**src/rtl/bcd_pkg.sv**
```systemverilog
// Shared definitions for the BCD-to-binary conversion path.
// Holds the FSM state encoding and the largest legal BCD digit value.
package bcd_pkg;

    localparam logic [1:0] ST_IDLE  = 2'd0;
    localparam logic [1:0] ST_SHIFT = 2'd1;
    localparam logic [1:0] ST_DONE  = 2'd2;

    localparam logic [3:0] BCD_MAX = 4'd9;

    typedef enum logic [1:0] {
        S_IDLE  = ST_IDLE,
        S_SHIFT = ST_SHIFT,
        S_DONE  = ST_DONE
    } conv_state_e;

endpackage

```
**src/rtl/bcd_digit_adj.sv**
```systemverilog
// Per-digit correction for reverse double-dabble: digits of 8 or more lose 3.
// Plain 4-bit subtract, so invalid digits (10..15) wrap harmlessly to 7..12.
module bcd_digit_adj (
    input  logic [3:0] din,
    output logic [3:0] dout
);

    assign dout = (din >= 4'd8) ? (din - 4'd3) : din;

endmodule

```
**src/rtl/bcd_to_bin_conv.sv**
```systemverilog
// Sequential BCD-to-binary converter using reverse double-dabble, one shift step per clock.
// The result is produced in the lower half of the shift register after BIN_W steps.
module bcd_to_bin_conv
    import bcd_pkg::*;
#(
    parameter  int NDIGITS = 2,
    localparam int BIN_W   = 4 * NDIGITS
) (
    input  logic             clk,
    input  logic             rst,
    input  logic             start,
    input  logic [BIN_W-1:0] bcd,
    output logic             busy,
    output logic             done,
    output logic             err,
    output logic [BIN_W-1:0] bin
);

    localparam int CNT_W = $clog2(BIN_W + 1);
    localparam logic [CNT_W-1:0] LAST_CNT = CNT_W'(BIN_W - 1);

    conv_state_e        state;
    logic [CNT_W-1:0]   cnt;
    logic [2*BIN_W-1:0] sr;
    logic [2*BIN_W-1:0] shifted;
    logic [BIN_W-1:0]   adj_hi;
    logic [2*BIN_W-1:0] next_sr;
    logic               bad_digit;

    assign shifted = sr >> 1;

    // Each upper-half digit is corrected independently; there is no carry between digits.
    for (genvar g = 0; g < NDIGITS; g++) begin : g_adj
        bcd_digit_adj u_adj (
            .din  (shifted[BIN_W + 4*g +: 4]),
            .dout (adj_hi[4*g +: 4])
        );
    end

    assign next_sr = {adj_hi, shifted[BIN_W-1:0]};

    always_comb begin
        bad_digit = 1'b0;
        for (int i = 0; i < NDIGITS; i++) begin
            if (bcd[4*i +: 4] > BCD_MAX) begin
                bad_digit = 1'b1;
            end
        end
    end

    // The final step loads bin straight from next_sr, so the result lands on the same edge as done.
    always_ff @(posedge clk) begin
        if (rst) begin
            state <= S_IDLE;
            busy  <= 1'b0;
            done  <= 1'b0;
            err   <= 1'b0;
            bin   <= '0;
            sr    <= '0;
            cnt   <= '0;
        end else begin
            done <= 1'b0;
            case (state)
                S_IDLE: begin
                    if (start) begin
                        sr    <= {bcd, {BIN_W{1'b0}}};
                        cnt   <= '0;
                        err   <= bad_digit;
                        busy  <= 1'b1;
                        state <= S_SHIFT;
                    end
                end
                S_SHIFT: begin
                    sr  <= next_sr;
                    cnt <= cnt + 1'b1;
                    if (cnt == LAST_CNT) begin
                        bin   <= err ? '0 : next_sr[BIN_W-1:0];
                        done  <= 1'b1;
                        state <= S_DONE;
                    end
                end
                S_DONE: begin
                    busy  <= 1'b0;
                    state <= S_IDLE;
                end
                default: begin
                    busy  <= 1'b0;
                    state <= S_IDLE;
                end
            endcase
        end
    end

endmodule

```
**config.mk**
```make
export PLATFORM = sky130hd
export DESIGN_NAME = bcd_to_bin_conv
export DESIGN_NICKNAME = d
export VERILOG_FILES = /design/src/rtl/bcd_pkg.sv /design/src/rtl/bcd_digit_adj.sv /design/src/rtl/bcd_to_bin_conv.sv
export SDC_FILE = /design/constraint.sdc
export NUM_CORES = 1
export LEC_CHECK = 0
export CAP_MARGIN = 15
export CORE_MARGIN = 5
export CORE_UTILIZATION = 45
export DETAILED_ROUTE_END_ITERATION = 7
export PLACE_DENSITY = 0.78
export SLEW_MARGIN = 20
export SYNTH_ARGS = -nofsm -noshare
export SYNTH_HDL_FRONTEND = slang
export SYNTH_SLANG_ARGS = --single-unit
```
**constraint.sdc**
```tcl
create_clock -name clk -period 1.8 [get_ports clk]
set_clock_uncertainty 0.15 [all_clocks]
set_input_delay 0.36 -clock clk [delete_from_list [all_inputs] [get_ports clk]]
set_output_delay 0.36 -clock clk [all_outputs]
set_load 0.01 [all_outputs]
```
# Word-level counts from Yosys, hierarchy flattened
# Cells that the tools add are included.
# Widths: inputs -> output; s select.
[op_classes]
magnitude_cmp = 4
n_addsub = 3
reduce_logical = 8
bitwise = 1
n_eq_ne = 4
mux = 15
[op_table]
columns = ["operator", "count"]
rows = [
  ["$pmux 16 s2", 1],
  ["$mux 16", 1],
  ["$mux 4", 3],
  ["$reduce_and 2->1", 5],
  ["$gt 4x4->1 const B", 2],
  ["$mux 8", 1],
  ["$pmux 4 s2", 1],
  ["$add 4x1->4 const B", 1],
  ["$eq 4x3->1 const B", 1],
  ["$ge 3x4->1 const B", 1],
  ["$ge 4x4->1 const B", 1],
  ["$mux 1", 4],
  ["$mux 2", 2],
  ["$ne 2x2->1 const B", 2],
  ["$pmux 2 s2", 1],
  ["$sub 3x2->4 const B", 1],
  ["$sub 4x2->4 const B", 1],
  ["$eq 2x1->1 const B", 1],
  ["$logic_not 2->1", 1],
  ["$pmux 1 s2", 1],
  ["$reduce_bool 2->1", 1],
  ["$reduce_or 2->1", 1],
  ["$not 1->1", 1],
]
[totals]
reg_bits = 33
input_bits = 11

# Longest topological paths before layout
[logic_depth]
depth_word = 3
depth_mapped = 5
ltp_nobuf = 5

# Modules after synthesis
# Synthesis repeated with hierarchy kept, for this count alone.
[unflattened]
cells_unflattened = 175
area_unflattened_um2 = 1574.0
[modules_own_cells]
columns = ["module", "area_per_inst_um2", "cells_per_inst", "n_inst", "seq_area_each_um2"]
rows = [
  ["bcd_to_bin_conv", 1421.4, 153, 1, 640.6],
  ["bcd_digit_adj", 76.3, 11, 2, 0.0],
]

# Worst setup path before layout
# No wires, ideal clock.
[synth_path]
path_kind = "register to register"
from = "register sr[9]"
to = "register sr[9]"
path_stages_with_launch = 6
setup_time_ns = 0.140
slack_ns = 0.390
synth_period_minus_slack_ns = 1.410
arrival_time_ns = 1.120
path_buffers = 0
cell_sequence = "dfxtp_1 inv_1 ha_1 mux2_2 nand4_1 o311ai_0"
[synth_via]
elab_chain_len = 3
word_cells_on_any_way = 4
classes_between = "add/sub (1); order compare (1); mux (2)"
[synth_lines]
columns = ["item", "line", "text"]
rows = [
  ["start, declared", "bcd_to_bin_conv.sv:24", "logic [2*BIN_W-1:0] sr;"],
  ["start signal, assigned", "bcd_to_bin_conv.sv:66", "sr <= {bcd, {BIN_W{1'b0}}};"],
  ["start signal, assigned", "bcd_to_bin_conv.sv:74", "sr <= next_sr;"],
  ["$sub 4x2->4 or $ge 4x4->1 (tied branches)", "bcd_digit_adj.sv:8", "assign dout = (din >= 4'd8) ? (din - 4'd3) : din;"],
  ["$mux 4 *", "bcd_digit_adj.sv:8", ""],
  ["$pmux 16 s2 *", "bcd_to_bin_conv.sv:63", "case (state)"],
]
# Every way passes the cells marked *; elsewhere a longest branch is shown, timed or not.
# A chain may end at the register's enable or synchronous reset.

# Final worst setup path
[layout_path]
from = "register bin[4]"
to = "output port bin[4]"
[layout_lines]
columns = ["item", "line", "text"]
rows = [
  ["start, declared", "bcd_to_bin_conv.sv:16", "output logic [BIN_W-1:0] bin"],
  ["start signal, assigned", "bcd_to_bin_conv.sv:77", "bin <= err ? '0 : next_sr[BIN_W-1:0];"],
]
# No word-level cell between the ends.

==> impl_summary.txt <==
----------------------------------------------------
[Outcome]
  Run status ... completed

[Placed design]
  GP Congestion ... 0.817
  Cell total after placement ... 204
  Port Buffers ... 21
  DPL Wire Length ... 2.39 mm

[Power]
  Sw Ratio ... 0.274
  Share of total power in the clock network ... 0.293
  Leakage power total ... 0.614 nW
  Power density normalized to cell area ... 778 nW/um^2
  Internal power of the cells ... 0.000964 W
  Sequential share of power ... 0.571
  Peak supply drop ... 0.000490 V
  Share of total power in combinational logic ... 0.136
  Post-layout total power ... 0.00133 W
  Net switching component of the power ... 0.000363 W

[Finish]
  Layout-stage area growth over the synthesis result ... 22.6%
  Leading cell type in the layout, fill and taps excluded ... sky130_fd_sc_hd__dfxtp_1
  Commonest cells after routing, fill and taps aside ... 32 x sky130_fd_sc_hd__dfxtp_1, 20 x sky130_fd_sc_hd__clkdlybuf4s50_1, 15 x sky130_fd_sc_hd__o21ai_0, 15 x sky130_fd_sc_hd__a21oi_1, 15 x sky130_fd_sc_hd__nor2_1
  Fraction of final layout cells sized beyond drive strength 1 ... 0.124
  Number of cells in the finished layout apart from fillers ... 211
  Filler Cells Inserted ... 303
  Area taken by multi-input logic gates ... 669 sq um
  Count of antenna diodes in the layout ... 0
  Count of nets after finishing ... 192
  Sequential cell area ... 641 sq um

[Route]
  Detailed-route vias per instance ... 5.92
  Routed wirelength normalized by instance count ... 16.2 microns
  Number of iterations in the first detailed-routing pass ... 4
  Total detailed-routing wirelength ... 3.42 mm
  Remaining antenna violation count after routing ... 0
  Number of violations reported at the end of detailed-routing iteration 0 ... 44
  Post-route DRC violation count ... 0
  Total number of vias ... 1249

[Global route]
  Global-route wire length before repair ... 5.99 mm
  Antenna violations before repair ... 0
  Combined global-route utilization of all metal layers ... 0.181
  Total congestion overflow ... 0
  Number of global-route vias before repair ... 1260
  Pin count of the biggest net entering global routing ... 25

[Worst setup path]
  Cell with the largest stage delay on the worst path ... sky130_fd_sc_hd__clkdlybuf4s50_1
  Worst r2r src ... state[0]
  Maximum cell stage delay along the critical path ... 540 ps
  Critical path data arrival time ... 1220 ps
  R2R depth ... 4
  Start-to-end type of the worst setup path ... flop to primary output
  Maximum fanout count along the critical path ... 2
  Kind of end point of the critical path ... primary output
  Largest delay contributor family on the critical path ... buffers and inverters
  Buf/Inv on CP ... 1
  Flop2flop setup slack ... 170 ps
  Worst-path cell chain ... clkdlybuf4s50_1
  Reg-to-reg critical path endpoint ... bin[1]
  Required time of the critical path ... 1290 ps
  Nature of the critical path startpoint ... flop

[Clock tree]
  Clock root buffer master ... sky130_fd_sc_hd__clkbuf_4
  Number of sinks on the clock net ... 32
  Clock-pin slew of the registers on the worst-case setup and hold paths ... 100 ps
  H-tree levels ... 2
  Total clock buffers created by CTS ... 5
  Later-pin clock latency in the skew report ... 330 ps
  Number of buffers on the longest clock path ... 2
  CTS tree ... done

[Flow run]
  Maximum Capacitance Violations ... 0

[Yosys]
  Post-synthesis average cell area ... 9.22 sq um
  Post-synthesis share of cell area spent on and, or, nand and nor gates ... 0.182
  Fraction of synthesized area in multiplexers ... 0.00809
  Number of enable flip-flop cells after synthesis ... 0
  Sequential-to-total area share from yosys stat ... 0.460
  Synth Area in Compound Gates ... 0.251
  Largest family of logic cells by synthesized area ... compound AO/OA/AOI/OAI gates
  Main flop type after synthesis ... sky130_fd_sc_hd__dfxtp_1
  Xor and xnor area share after synthesis ... 0.0126
  Cells after synthesis ... 151
  Proportion of register bits with asynchronous set or reset after synthesis ... 0
  Number of distinct library cell variants in the gate-level netlist after synthesis ... 38
  Yosys warns ... 0
  Yosys reg bits ... 32
  Adder-Cell Fraction of Synth Area ... 0.0270
  Post-synthesis net count ... 165
  Cell Area, Synth ... 1390 sq um

[Timing]
  Worst Tran Pin Value ... 447 ps
  Number of pins exceeding their max-slew limit in the final report ... 0
  Minimum clock period after layout ... 1730 ps
  Peak clock frequency supported by timing ... 577 MHz
  Remaining max-slew budget at the tightest pin ... 0.701
  Final period util ... 0.963
  Final setup viols ... 0
  Hold Vio Cnt, Final ... 0
  Unrepaired setup endpoints after global routing ... no

[Floorplanning]
  Height of the chip ... 65.6 microns
  Full die area ... 4310 sq um
  Initial core utilization ... 0.464
  Standard cell core area ... 3000 sq um
  I/O Pins ... 22
  Placement Rows ... 20
  Width of the die ... 65.6 microns

[Worst hold path]
  Worst hold stages ... 2
  Worst min-delay path endpoint ... bin[6]
  Hold Crit Start ... bin[6]
  Hold Crit Class ... flop to flop

----------------------------------------------------
cell families (layout without fill, tap and decap cells):
logic type / Yosys count / count (layout)
mux: 1 / 1
xor+xnor: 2 / 2
simple gates: 43 / 43
compound gates: 53 / 53
fa+ha+maj: 3 / 3
flops: 32 / 32
buf+inv: 17 / 44
timing repair:
| action | CTS | global route |
|---|---|---|
| buffers inserted | 0 | 0 |
| hold buffers | 0 | 0 |
| setup endpoints to repair | 1 | 0 |
| resized for setup | 1 | 0 |
power by group through the flow:
stage	registers, W	logic (W)	clock network (W)
6_report	0.000758	0.000181	0.000389
3_3_place_gp	0.000773	0.000175	0
4_1_cts	0.000758	0.000181	0.000398
2_1_floorplan	0.000769	0.000109	0
3_5_place_dp	0.000774	0.000180	0
5_1_grt	0.000763	0.000199	0.000433
flip-flops by register name (all words and copies together) (netlist names):
name / cells
bin: 8
busy: 1
cnt: 4
done: 1
err: 1
sr: 15
state: 2
layer usage:
| metal | global-route usage | wire length (microns) |
|---|---|---|
| met1 | 0.215 | 1470 |
| met3 | 0.0496 | 171 |
| met5 | 0 | 0 |
| met4 | 0.0751 | 53 |
| met2 | 0.304 | 1730 |
cell usage after synthesis, drive strengths merged, types with 2 or more instances:
library cell | count | area share
buf | 6 | 0.030
nor3 | 2 | 0.0072
ha | 3 | 0.027
clkbuf | 5 | 0.013
o21ai | 15 | 0.054
a22oi | 10 | 0.054
nand4b | 8 | 0.050
nor2 | 15 | 0.040
inv | 6 | 0.016
nand4 | 2 | 0.0090
nor2b | 4 | 0.018
a211oi | 3 | 0.020
a21oi | 15 | 0.054
dfxtp | 32 | 0.46
nor3b | 2 | 0.019
nand2 | 5 | 0.013
tightest hold or removal path: stages, from the launching register on:
cell	delay [ps]
sky130_fd_sc_hd__dfxtp_1	320
sky130_fd_sc_hd__o21ai_0	60
sky130_fd_sc_hd__a21oi_1	60
per-stage QoR:
| stage | setup TNS, ps | hold slack [ps] | util | area [sq um] | worst slack, ps |
|---|---|---|---|---|---|
| 4_1_cts | 0 | 338 | 0.569 | 1710 | 48.1 |
| 3_3_place_gp | -49.1 | 311 | 0.553 | 1660 | -29.5 |
| 5_1_grt | 0 | 362 | 0.569 | 1710 | 3.96 |
| 6_report | 0 | 333 | 0.569 | 1710 | 66.8 |
| 3_5_place_dp | -283 | 318 | 0.553 | 1660 | -80.5 |
| 2_1_floorplan | 0 | 315 | - | 1390 | 390 |
layout make-up:
type | instances | share of cell area
clock buffer | 5 | 0.0220
timing repair buffer | 31 | 0.166
multi-input combinational | 102 | 0.392
tap | 33 | 0.0242
sequential | 32 | 0.375
inverter | 6 | 0.0132
clock inverter | 2 | 0.00733
worst max path at each step:
| stage | to | cells after the start | from | slack [ps] |
|---|---|---|---|---|
| 5_1_grt | bin[0] | 1 | bin[0] | 4 |
| 6_report | bin[4] | 1 | bin[4] | 70 |
| 4_1_cts | busy | 1 | busy | 50 |
| 3_3_place_gp | cnt[3] | 4 | start | -30 |
| 3_5_place_dp | state[0] | 5 | start | -80 |
| 2_1_floorplan | sr[9] | 5 | sr[9] | 390 |
(Power assumes the default switching activity.)
